==> config.mk <==
export PLATFORM = sky130hd
export DESIGN_NAME = x_feed_ctrl_flat
export DESIGN_NICKNAME = d
export VERILOG_FILES = /design/src/rtl/x_feed_ctrl_pkg.sv /design/src/rtl/x_feed_ctrl_if.sv /design/src/rtl/x_feed_ctrl_x_skew_gen.sv /design/src/rtl/x_feed_ctrl.sv /design/src/flat_wrapper.sv
export SDC_FILE = /design/constraint.sdc
export NUM_CORES = 1
export LEC_CHECK = 0
export CAP_MARGIN = 0
export CORE_AREA = 2 2 92 94
export CTS_CLUSTER_DIAMETER = 40
export DETAILED_ROUTE_END_ITERATION = 12
export DIE_AREA = 0 0 94 96
export DONT_BUFFER_PORTS = 1
export GPL_TIMING_DRIVEN = 0
export PLACE_DENSITY_LB_ADDON = 0.05
export SLEW_MARGIN = 20
export SYNTH_ARGS = -nofsm -noshare
export SYNTH_HDL_FRONTEND = slang
export SYNTH_SLANG_ARGS = --single-unit
export TNS_END_PERCENT = 5
==> constraint.sdc <==
create_clock -name clk_i -period 6.85 [get_ports clk_i]
set_input_delay 0.685 -clock clk_i [delete_from_list [all_inputs] [get_ports clk_i]]
set_output_delay 0.685 -clock clk_i [all_outputs]
set_load 0.02 [all_outputs]
==> src/rtl/x_feed_ctrl_pkg.sv <==
`default_nettype none
// ============================================================================
// Package : x_feed_pkg
// Purpose : Shared state encoding and width constants for the X_REG feed
//           controller (left-edge operand sequencer of the systolic array).
// Revision: 1.0 - initial release
// ============================================================================
package x_feed_pkg;

  // Default array geometry
  localparam int ROWS_DEF  = 8;
  localparam int DEPTH_DEF = 32;
  localparam int DW_DEF    = 8;

  // Derived widths: element index, drain counter and the LEN port
  localparam int IDX_W = $clog2(DEPTH_DEF);
  localparam int T_W   = $clog2(DEPTH_DEF + ROWS_DEF);
  localparam int LEN_W = 6;

  // Controller states; FLUSH is the post-reset state
  typedef enum logic [2:0] {
    ST_FLUSH = 3'd0,
    ST_IDLE  = 3'd1,
    ST_LOAD  = 3'd2,
    ST_DRAIN = 3'd3,
    ST_FIN   = 3'd4
  } state_e;

endpackage : x_feed_pkg
`default_nettype wire

==> src/rtl/x_feed_ctrl_if.sv <==
`default_nettype none
// ============================================================================
// Interface : x_feed_ctrl_if
// Purpose   : Job control, operand stream and X_REG bank control signals of
//             the feed controller. The controller uses the slave view.
// Revision  : 1.0 - initial release
// ============================================================================
interface x_feed_ctrl_if
  import x_feed_pkg::*;
#(
  parameter int ROWS = ROWS_DEF,
  parameter int DW   = DW_DEF
);

  // Job control
  logic             start;
  logic [LEN_W-1:0] len;
  logic             busy;
  logic             done;

  // Operand stream
  logic             s_valid;
  logic             s_ready;
  logic [DW-1:0]    s_data;

  // X_REG bank control
  logic [ROWS-1:0]  reg_en;
  logic             reg_write;
  logic [IDX_W-1:0] reg_idx;
  logic [DW-1:0]    reg_din;
  logic [ROWS-1:0]  out_valid;

  modport master (
    output start, len, s_valid, s_data,
    input  busy, done, s_ready, reg_en, reg_write, reg_idx, reg_din, out_valid
  );

  modport slave (
    input  start, len, s_valid, s_data,
    output busy, done, s_ready, reg_en, reg_write, reg_idx, reg_din, out_valid
  );

endinterface : x_feed_ctrl_if
`default_nettype wire

==> src/rtl/x_feed_ctrl_x_skew_gen.sv <==
`default_nettype none
// ============================================================================
// Module  : x_skew_gen
// Purpose : Drain-phase window generator. Row r is shifted while
//           r <= t < r + Leff, which skews each row one cycle behind the
//           previous one. OUT_VALID follows the window by one cycle because
//           the X_REG output is registered.
// Revision: 1.0 - initial release
// ============================================================================
module x_skew_gen
  import x_feed_pkg::*;
#(
  parameter int ROWS = ROWS_DEF
) (
  input  wire logic             clk_i,
  input  wire logic             rst_ni,
  input  wire logic [T_W-1:0]   t_i,         // drain counter of the cycle being prepared
  input  wire logic [LEN_W-1:0] leff_i,      // effective row length of the job
  input  wire logic             active_i,    // prepared cycle is a drain cycle
  output logic      [ROWS-1:0]  en_mask_o,   // shift enables for the prepared cycle
  output logic      [ROWS-1:0]  out_valid_o  // registered fresh-operand flags
);

  logic [ROWS-1:0] w_window;
  logic [ROWS-1:0] win_q;
  logic [ROWS-1:0] ov_q;

  for (genvar r = 0; r < ROWS; r++) begin : g_row
    assign w_window[r] = (int'(t_i) >= r) && (int'(t_i) < r + int'(leff_i));
  end

  assign en_mask_o   = active_i ? w_window : '0;
  assign out_valid_o = ov_q;

  // Track the enables that are live this cycle and delay them by one for OUT_VALID
  always_ff @(posedge clk_i or negedge rst_ni) begin
    if (!rst_ni) begin
      win_q <= '0;
      ov_q  <= '0;
    end else begin
      win_q <= en_mask_o;
      ov_q  <= win_q;
    end
  end

endmodule : x_skew_gen
`default_nettype wire

==> src/rtl/x_feed_ctrl.sv <==
`default_nettype none
// ============================================================================
// Module  : x_feed_ctrl
// Purpose : Sequencer for the bank of X_REG shift registers at the left edge
//           of the systolic array: post-reset flush, row-major load from a
//           valid/ready stream, and skewed drain.
// Revision: 1.0 - initial release
// ============================================================================
module x_feed_ctrl
  import x_feed_pkg::*;
#(
  parameter int ROWS  = ROWS_DEF,
  parameter int DEPTH = DEPTH_DEF,
  parameter int DW    = DW_DEF
) (
  input  wire logic    clk_i,
  input  wire logic    rst_ni,
  x_feed_ctrl_if.slave feed_if
);

  localparam int               ROW_W    = (ROWS > 1) ? $clog2(ROWS) : 1;
  localparam int               FL_W     = $clog2(DEPTH + 1);
  localparam int               ROWS_M2  = ROWS - 2;
  localparam logic [LEN_W-1:0] DEPTH_L  = LEN_W'(DEPTH);
  localparam logic [ROW_W-1:0] ROW_LAST = ROW_W'(ROWS - 1);
  localparam logic [FL_W-1:0]  FL_END   = FL_W'(DEPTH);

  state_e           state_q;
  logic [FL_W-1:0]  fl_q;
  logic [ROW_W-1:0] row_q;
  logic [IDX_W-1:0] idx_q;
  logic [T_W-1:0]   t_q;
  logic [LEN_W-1:0] leff_q;
  logic             last_q;     // final write of the load is on the bus
  logic             s_ready_q;
  logic [ROWS-1:0]  reg_en_q;
  logic             reg_write_q;
  logic [IDX_W-1:0] reg_idx_q;
  logic [DW-1:0]    reg_din_q;
  logic             busy_q;
  logic             done_q;

  logic [LEN_W-1:0] w_leff;
  logic [T_W-1:0]   w_t_last;
  logic [T_W-1:0]   w_t_nxt;
  logic             w_drain_nxt;
  logic             w_hs;
  logic             w_idx_wrap;
  logic             w_hs_last;
  logic [ROWS-1:0]  w_en_mask;
  logic [ROWS-1:0]  w_out_valid;

  // Job length is clamped to the register depth
  assign w_leff     = (feed_if.len > DEPTH_L) ? DEPTH_L : feed_if.len;
  // Last drain cycle index: Leff + ROWS - 2
  assign w_t_last   = T_W'(int'(leff_q) + ROWS_M2);
  assign w_hs       = feed_if.s_valid & s_ready_q;
  assign w_idx_wrap = (idx_q == IDX_W'(leff_q - LEN_W'(1)));
  assign w_hs_last  = (row_q == ROW_LAST) && w_idx_wrap;

  // The drain window is computed for the cycle being prepared so it can be registered
  assign w_drain_nxt = ((state_q == ST_LOAD)  && last_q) ||
                       ((state_q == ST_DRAIN) && (t_q != w_t_last));
  assign w_t_nxt     = (state_q == ST_DRAIN) ? (t_q + T_W'(1)) : '0;

  x_skew_gen #(
    .ROWS (ROWS)
  ) u_skew (
    .clk_i       (clk_i),
    .rst_ni      (rst_ni),
    .t_i         (w_t_nxt),
    .leff_i      (leff_q),
    .active_i    (w_drain_nxt),
    .en_mask_o   (w_en_mask),
    .out_valid_o (w_out_valid)
  );

  // Controller state, counters and registered bank controls
  always_ff @(posedge clk_i or negedge rst_ni) begin
    if (!rst_ni) begin
      state_q     <= ST_FLUSH;
      fl_q        <= '0;
      row_q       <= '0;
      idx_q       <= '0;
      t_q         <= '0;
      leff_q      <= '0;
      last_q      <= 1'b0;
      s_ready_q   <= 1'b0;
      reg_en_q    <= '0;
      reg_write_q <= 1'b0;
      reg_idx_q   <= '0;
      reg_din_q   <= '0;
      busy_q      <= 1'b1;
      done_q      <= 1'b0;
    end else begin
      reg_write_q <= 1'b0;
      done_q      <= 1'b0;
      reg_en_q    <= w_en_mask;
      case (state_q)
        ST_FLUSH: begin
          // Shift zeros through every row DEPTH times; X_REG has no reset
          if (fl_q != FL_END) begin
            reg_en_q <= '1;
            fl_q     <= fl_q + FL_W'(1);
          end else begin
            state_q <= ST_IDLE;
            busy_q  <= 1'b0;
          end
        end
        ST_IDLE: begin
          if (feed_if.start) begin
            leff_q <= w_leff;
            row_q  <= '0;
            idx_q  <= '0;
            last_q <= 1'b0;
            busy_q <= 1'b1;
            if (w_leff == '0) begin
              state_q <= ST_FIN;
              done_q  <= 1'b1;
            end else begin
              state_q   <= ST_LOAD;
              s_ready_q <= 1'b1;
            end
          end
        end
        ST_LOAD: begin
          if (last_q) begin
            state_q <= ST_DRAIN;
            t_q     <= '0;
            last_q  <= 1'b0;
          end else if (w_hs) begin
            reg_en_q    <= ROWS'(1) << row_q;
            reg_write_q <= 1'b1;
            reg_idx_q   <= idx_q;
            reg_din_q   <= feed_if.s_data;
            if (w_hs_last) begin
              s_ready_q <= 1'b0;
              last_q    <= 1'b1;
            end else if (w_idx_wrap) begin
              idx_q <= '0;
              row_q <= row_q + ROW_W'(1);
            end else begin
              idx_q <= idx_q + IDX_W'(1);
            end
          end
        end
        ST_DRAIN: begin
          if (t_q == w_t_last) begin
            state_q <= ST_FIN;
            done_q  <= 1'b1;
          end else begin
            t_q <= w_t_nxt;
          end
        end
        ST_FIN: begin
          state_q <= ST_IDLE;
          busy_q  <= 1'b0;
        end
        default: begin
          state_q <= ST_IDLE;
          busy_q  <= 1'b0;
        end
      endcase
    end
  end

  assign feed_if.s_ready   = s_ready_q;
  assign feed_if.reg_en    = reg_en_q;
  assign feed_if.reg_write = reg_write_q;
  assign feed_if.reg_idx   = reg_idx_q;
  assign feed_if.reg_din   = reg_din_q;
  assign feed_if.out_valid = w_out_valid;
  assign feed_if.busy      = busy_q;
  assign feed_if.done      = done_q;

endmodule : x_feed_ctrl
`default_nettype wire

==> src/flat_wrapper.sv <==
// flat-port wrapper written by rule: the top's interface ports become plain ports
module x_feed_ctrl_flat import x_feed_pkg::*;
#(
  parameter int ROWS  = ROWS_DEF,
  parameter int DEPTH = DEPTH_DEF,
  parameter int DW    = DW_DEF
)
  (clk_i, rst_ni, feed_if_start, feed_if_len, feed_if_s_valid, feed_if_s_data, feed_if_busy, feed_if_done, feed_if_s_ready, feed_if_reg_en, feed_if_reg_write, feed_if_reg_idx, feed_if_reg_din, feed_if_out_valid);
  x_feed_ctrl_if #(.ROWS(ROWS), .DW(DW)) feed_if_i ();
  input  wire logic clk_i;
  input  wire logic rst_ni;
  input wire logic [$bits(feed_if_i.start)-1:0] feed_if_start;
  input wire logic [$bits(feed_if_i.len)-1:0] feed_if_len;
  input wire logic [$bits(feed_if_i.s_valid)-1:0] feed_if_s_valid;
  input wire logic [$bits(feed_if_i.s_data)-1:0] feed_if_s_data;
  output wire logic [$bits(feed_if_i.busy)-1:0] feed_if_busy;
  output wire logic [$bits(feed_if_i.done)-1:0] feed_if_done;
  output wire logic [$bits(feed_if_i.s_ready)-1:0] feed_if_s_ready;
  output wire logic [$bits(feed_if_i.reg_en)-1:0] feed_if_reg_en;
  output wire logic [$bits(feed_if_i.reg_write)-1:0] feed_if_reg_write;
  output wire logic [$bits(feed_if_i.reg_idx)-1:0] feed_if_reg_idx;
  output wire logic [$bits(feed_if_i.reg_din)-1:0] feed_if_reg_din;
  output wire logic [$bits(feed_if_i.out_valid)-1:0] feed_if_out_valid;
  assign feed_if_i.start = feed_if_start;
  assign feed_if_i.len = feed_if_len;
  assign feed_if_i.s_valid = feed_if_s_valid;
  assign feed_if_i.s_data = feed_if_s_data;
  assign feed_if_busy = feed_if_i.busy;
  assign feed_if_done = feed_if_i.done;
  assign feed_if_s_ready = feed_if_i.s_ready;
  assign feed_if_reg_en = feed_if_i.reg_en;
  assign feed_if_reg_write = feed_if_i.reg_write;
  assign feed_if_reg_idx = feed_if_i.reg_idx;
  assign feed_if_reg_din = feed_if_i.reg_din;
  assign feed_if_out_valid = feed_if_i.out_valid;
  x_feed_ctrl #(.ROWS(ROWS), .DEPTH(DEPTH), .DW(DW)) u_core (.clk_i(clk_i), .rst_ni(rst_ni), .feed_if(feed_if_i));
endmodule
==> metrics.txt <==
area of the die=0.00902 mm^2; average wire per cell in the routed design=18.7 um; reg2reg setup slack=3.63 ns; post-placement cell count=562; Total Routing Usage GR=0.259; number of non-filler instances in the completed layout=577; number of standard cells after synthesis=457; worst hold margin=0.0207 ns; post-synth net total=520; cell area after synthesis=0.00473 mm^2; vias after detailed routing=3566; nets=531; number of max-slew violations in the final report=0; drt pass-1 iters=5; die extent in x=94 um; core area=0.00805 mm^2; cells resized by post-CTS repair=0; commonest register cell after synthesis=sky130_fd_sc_hd__dfrtp_1; outcome=complete, no violations; Crit Reg-Reg Startpoint=u_core.state_q[1]; num ports=51; largest buffer count on any clock path=2; worst slew pin tran=0.884 ns; Clock H-tree levels=3; vertical die dimension=96 um; Post-synth EDFFs=0; vias in the first global route=3452; Sink Count=71; initial cell density of the core=0.587; leakage component of the power=2.27 nW; distinct cell type count of the synthesized netlist=79; worst setup path class=flip-flop to flip-flop; fraction of layout cells with a size suffix above 1=0.163; type of the worst min-delay path=primary input to asynchronous set/reset pin; pwr dens=358 mW/mm^2; number of synthesized register bits=71; register area share after synthesis=0.376; setup TNS after final layout=0 ns; Clock Pin Slew Worst Setup and Hold Paths=0.08 ns; endpoints failing setup=0; Final Critical Period=3.22 ns; Ys Warns=0; hold-fix buffers at CTS=0; most common cell after layout, fill and taps aside=sky130_fd_sc_hd__dfrtp_1; worst path arrival time=3.51 ns; final weighted congestion of routability-driven global placement=0.927; category of the worst setup path capture point=flip-flop; IO buf count=0; GR Util met1=0.354; Worst R2R Path Depth=9; mean number of vias per cell=6.18; syn_area_per_cell=10.3 um^2; first-pass GRT wire length=17900 um; CP required=7.14 ns; # DRC=0; Post-CTS Repair Setup Buffers=0; clock latency at the later pin of the worst-skew pair=0.35 ns; tightest slew margin relative to the limit=0.409; final hold vios=0; unrepaired setup endpoints after global routing=no; area growth from synthesis to final layout=6.40%; number of violations of the max-capacitance limit=0; number of inserted diodes=0; CP Max Fanout=10; pin count of the biggest net entering global routing=72; initial antenna violation count=0; CTS buffer count=9; Post-Route WL=10800 um; setup skew after layout=0.00719 ns; async set or reset register ratio after synthesis=1.00; remaining global-route overflow=0; Clock Root Buffer=sky130_fd_sc_hd__clkbuf_8; cell row count=33; count of nets left with antenna violations after detail routing=0; total chip power=1.80 mW; most frequent cells in the layout=70 x sky130_fd_sc_hd__dfrtp_1, 45 x sky130_fd_sc_hd__ha_1, 30 x sky130_fd_sc_hd__xnor2_1; Reg-to-Reg End=u_core.feed_if.reg_en[2]; maximum vdd ir drop=0.242 mV; TritonCTS clock tree=done; f_max=311 MHz; post-route fraction of the period consumed by the critical path=0.470; peak-usage layer in the global routing report=met2; met2 GRT Util=0.414; met3 usage=0.0439; Final HPWL DP=8130 um; startpoint type of the worst setup path=flip-flop; 1st-iter DRT viols=152
## area by class of cell
class                      instances  area, um^2
buffer                            21         130
clock buffer                      10         138
clock inverter                     5        33.8
fill                             679        3020
inverter                          25        93.8
multi-input combinational        340        2730
sequential                        71        1780
tap                              105         131
## stage by stage
stage                      util  area [um^2]  worst slack (ns)
final                     0.625         5030              3.63
after global routing      0.625         5030              3.48
after CTS                 0.625         5030              3.67
after detailed placement  0.604         4860              3.68
after global placement    0.604         4860              3.70
after floorplan               -         4730              4.16
## state kept, by name (all words and copies together) (netlist names), 3 cells and up
register                   flops
u_core.feed_if.reg_din         8
u_core.feed_if.reg_en          8
u_core.u_skew.out_valid_o      8
u_core.u_skew.win_q            8
u_core.fl_q                    6
u_core.leff_q                  6
u_core.t_q                     6
u_core.feed_if.reg_idx         5
u_core.idx_q                   5
u_core.row_q                   3
u_core.state_q                 3
## cells in the mapped netlist, types with 4 or more instances
library cell / count / area (um^2)
sky130_fd_sc_hd__inv_1: 21 / 78.8
sky130_fd_sc_hd__mux2_2: 17 / 191
sky130_fd_sc_hd__dfrtp_1: 70 / 1750
sky130_fd_sc_hd__nand2_1: 29 / 109
sky130_fd_sc_hd__nand4_1: 5 / 31.3
sky130_fd_sc_hd__a21oi_1: 28 / 140
sky130_fd_sc_hd__ha_1: 45 / 563
sky130_fd_sc_hd__o21ai_0: 15 / 75.1
sky130_fd_sc_hd__buf_6: 4 / 45.0
sky130_fd_sc_hd__a211o_1: 4 / 35.0
sky130_fd_sc_hd__o22ai_1: 4 / 25.0
sky130_fd_sc_hd__nand3b_1: 6 / 45.0
sky130_fd_sc_hd__buf_2: 10 / 50.1
sky130_fd_sc_hd__xnor2_1: 30 / 263
sky130_fd_sc_hd__xor2_1: 8 / 70.1
sky130_fd_sc_hd__and2_1: 5 / 31.3
sky130_fd_sc_hd__nand2b_1: 7 / 43.8
sky130_fd_sc_hd__nor3_1: 13 / 65.1
sky130_fd_sc_hd__a31oi_1: 4 / 25.0
sky130_fd_sc_hd__o31ai_1: 4 / 30.0
sky130_fd_sc_hd__nor2_1: 24 / 90.1
sky130_fd_sc_hd__nand3_1: 13 / 65.1
## worst max-delay path, cell delays in order, from the launching register on
cell and delay [ns]:
sky130_fd_sc_hd__dfrtp_1 0.46, sky130_fd_sc_hd__buf_2 0.25, sky130_fd_sc_hd__nand3b_1 0.21, sky130_fd_sc_hd__nor2_1 0.73
sky130_fd_sc_hd__ha_1 0.37, sky130_fd_sc_hd__a21oi_1 0.13, sky130_fd_sc_hd__o31ai_1 0.09, sky130_fd_sc_hd__maj3_2 0.32
sky130_fd_sc_hd__a311oi_2 0.41, sky130_fd_sc_hd__a211o_1 0.17
## where the power goes
| part | internal, mW | total, mW | switching (mW) |
|---|---|---|---|
| logic | 0.377 | 0.892 | 0.515 |
| clock network | 0.139 | 0.306 | 0.167 |
| registers | 0.496 | 0.602 | 0.105 |
## worst max-delay path by stage
stage                                     to              start  cells past startpoint
floorplan           u_core.feed_if.reg_en[5]   u_core.leff_q[1]                     10
global placement    u_core.feed_if.reg_en[2]  u_core.state_q[1]                      9
detailed placement  u_core.feed_if.reg_en[2]  u_core.state_q[1]                      9
CTS                 u_core.feed_if.reg_en[2]  u_core.state_q[1]                      9
global route        u_core.feed_if.reg_en[6]      u_core.t_q[0]                     11
finish              u_core.feed_if.reg_en[2]  u_core.state_q[1]                      9
## logic make-up after synthesis
| group | after synthesis | synth area share |
|---|---|---|
| AO/OA/AOI/OAI | 102 | 0.169 |
| XOR/XNOR | 40 | 0.0799 |
| adder cells (fa/ha/maj) | 49 | 0.128 |
| buffers and inverters | 46 | 0.0474 |
| flip-flops | 71 | 0.376 |
| multiplexers | 20 | 0.0495 |
| AND/OR/NAND/NOR | 129 | 0.150 |
## routing by layer
| layer | part of all wire | vias up |
|---|---|---|
| met1 | 0.46 | 1745 |
| met3 | 0.056 | 20 |
| met2 | 0.47 | 133 |
| met5 | 0 | - |
| met4 | 0.023 | 0 |
| li1 | - | 1668 |
Power figures use the tool's default switching activity.
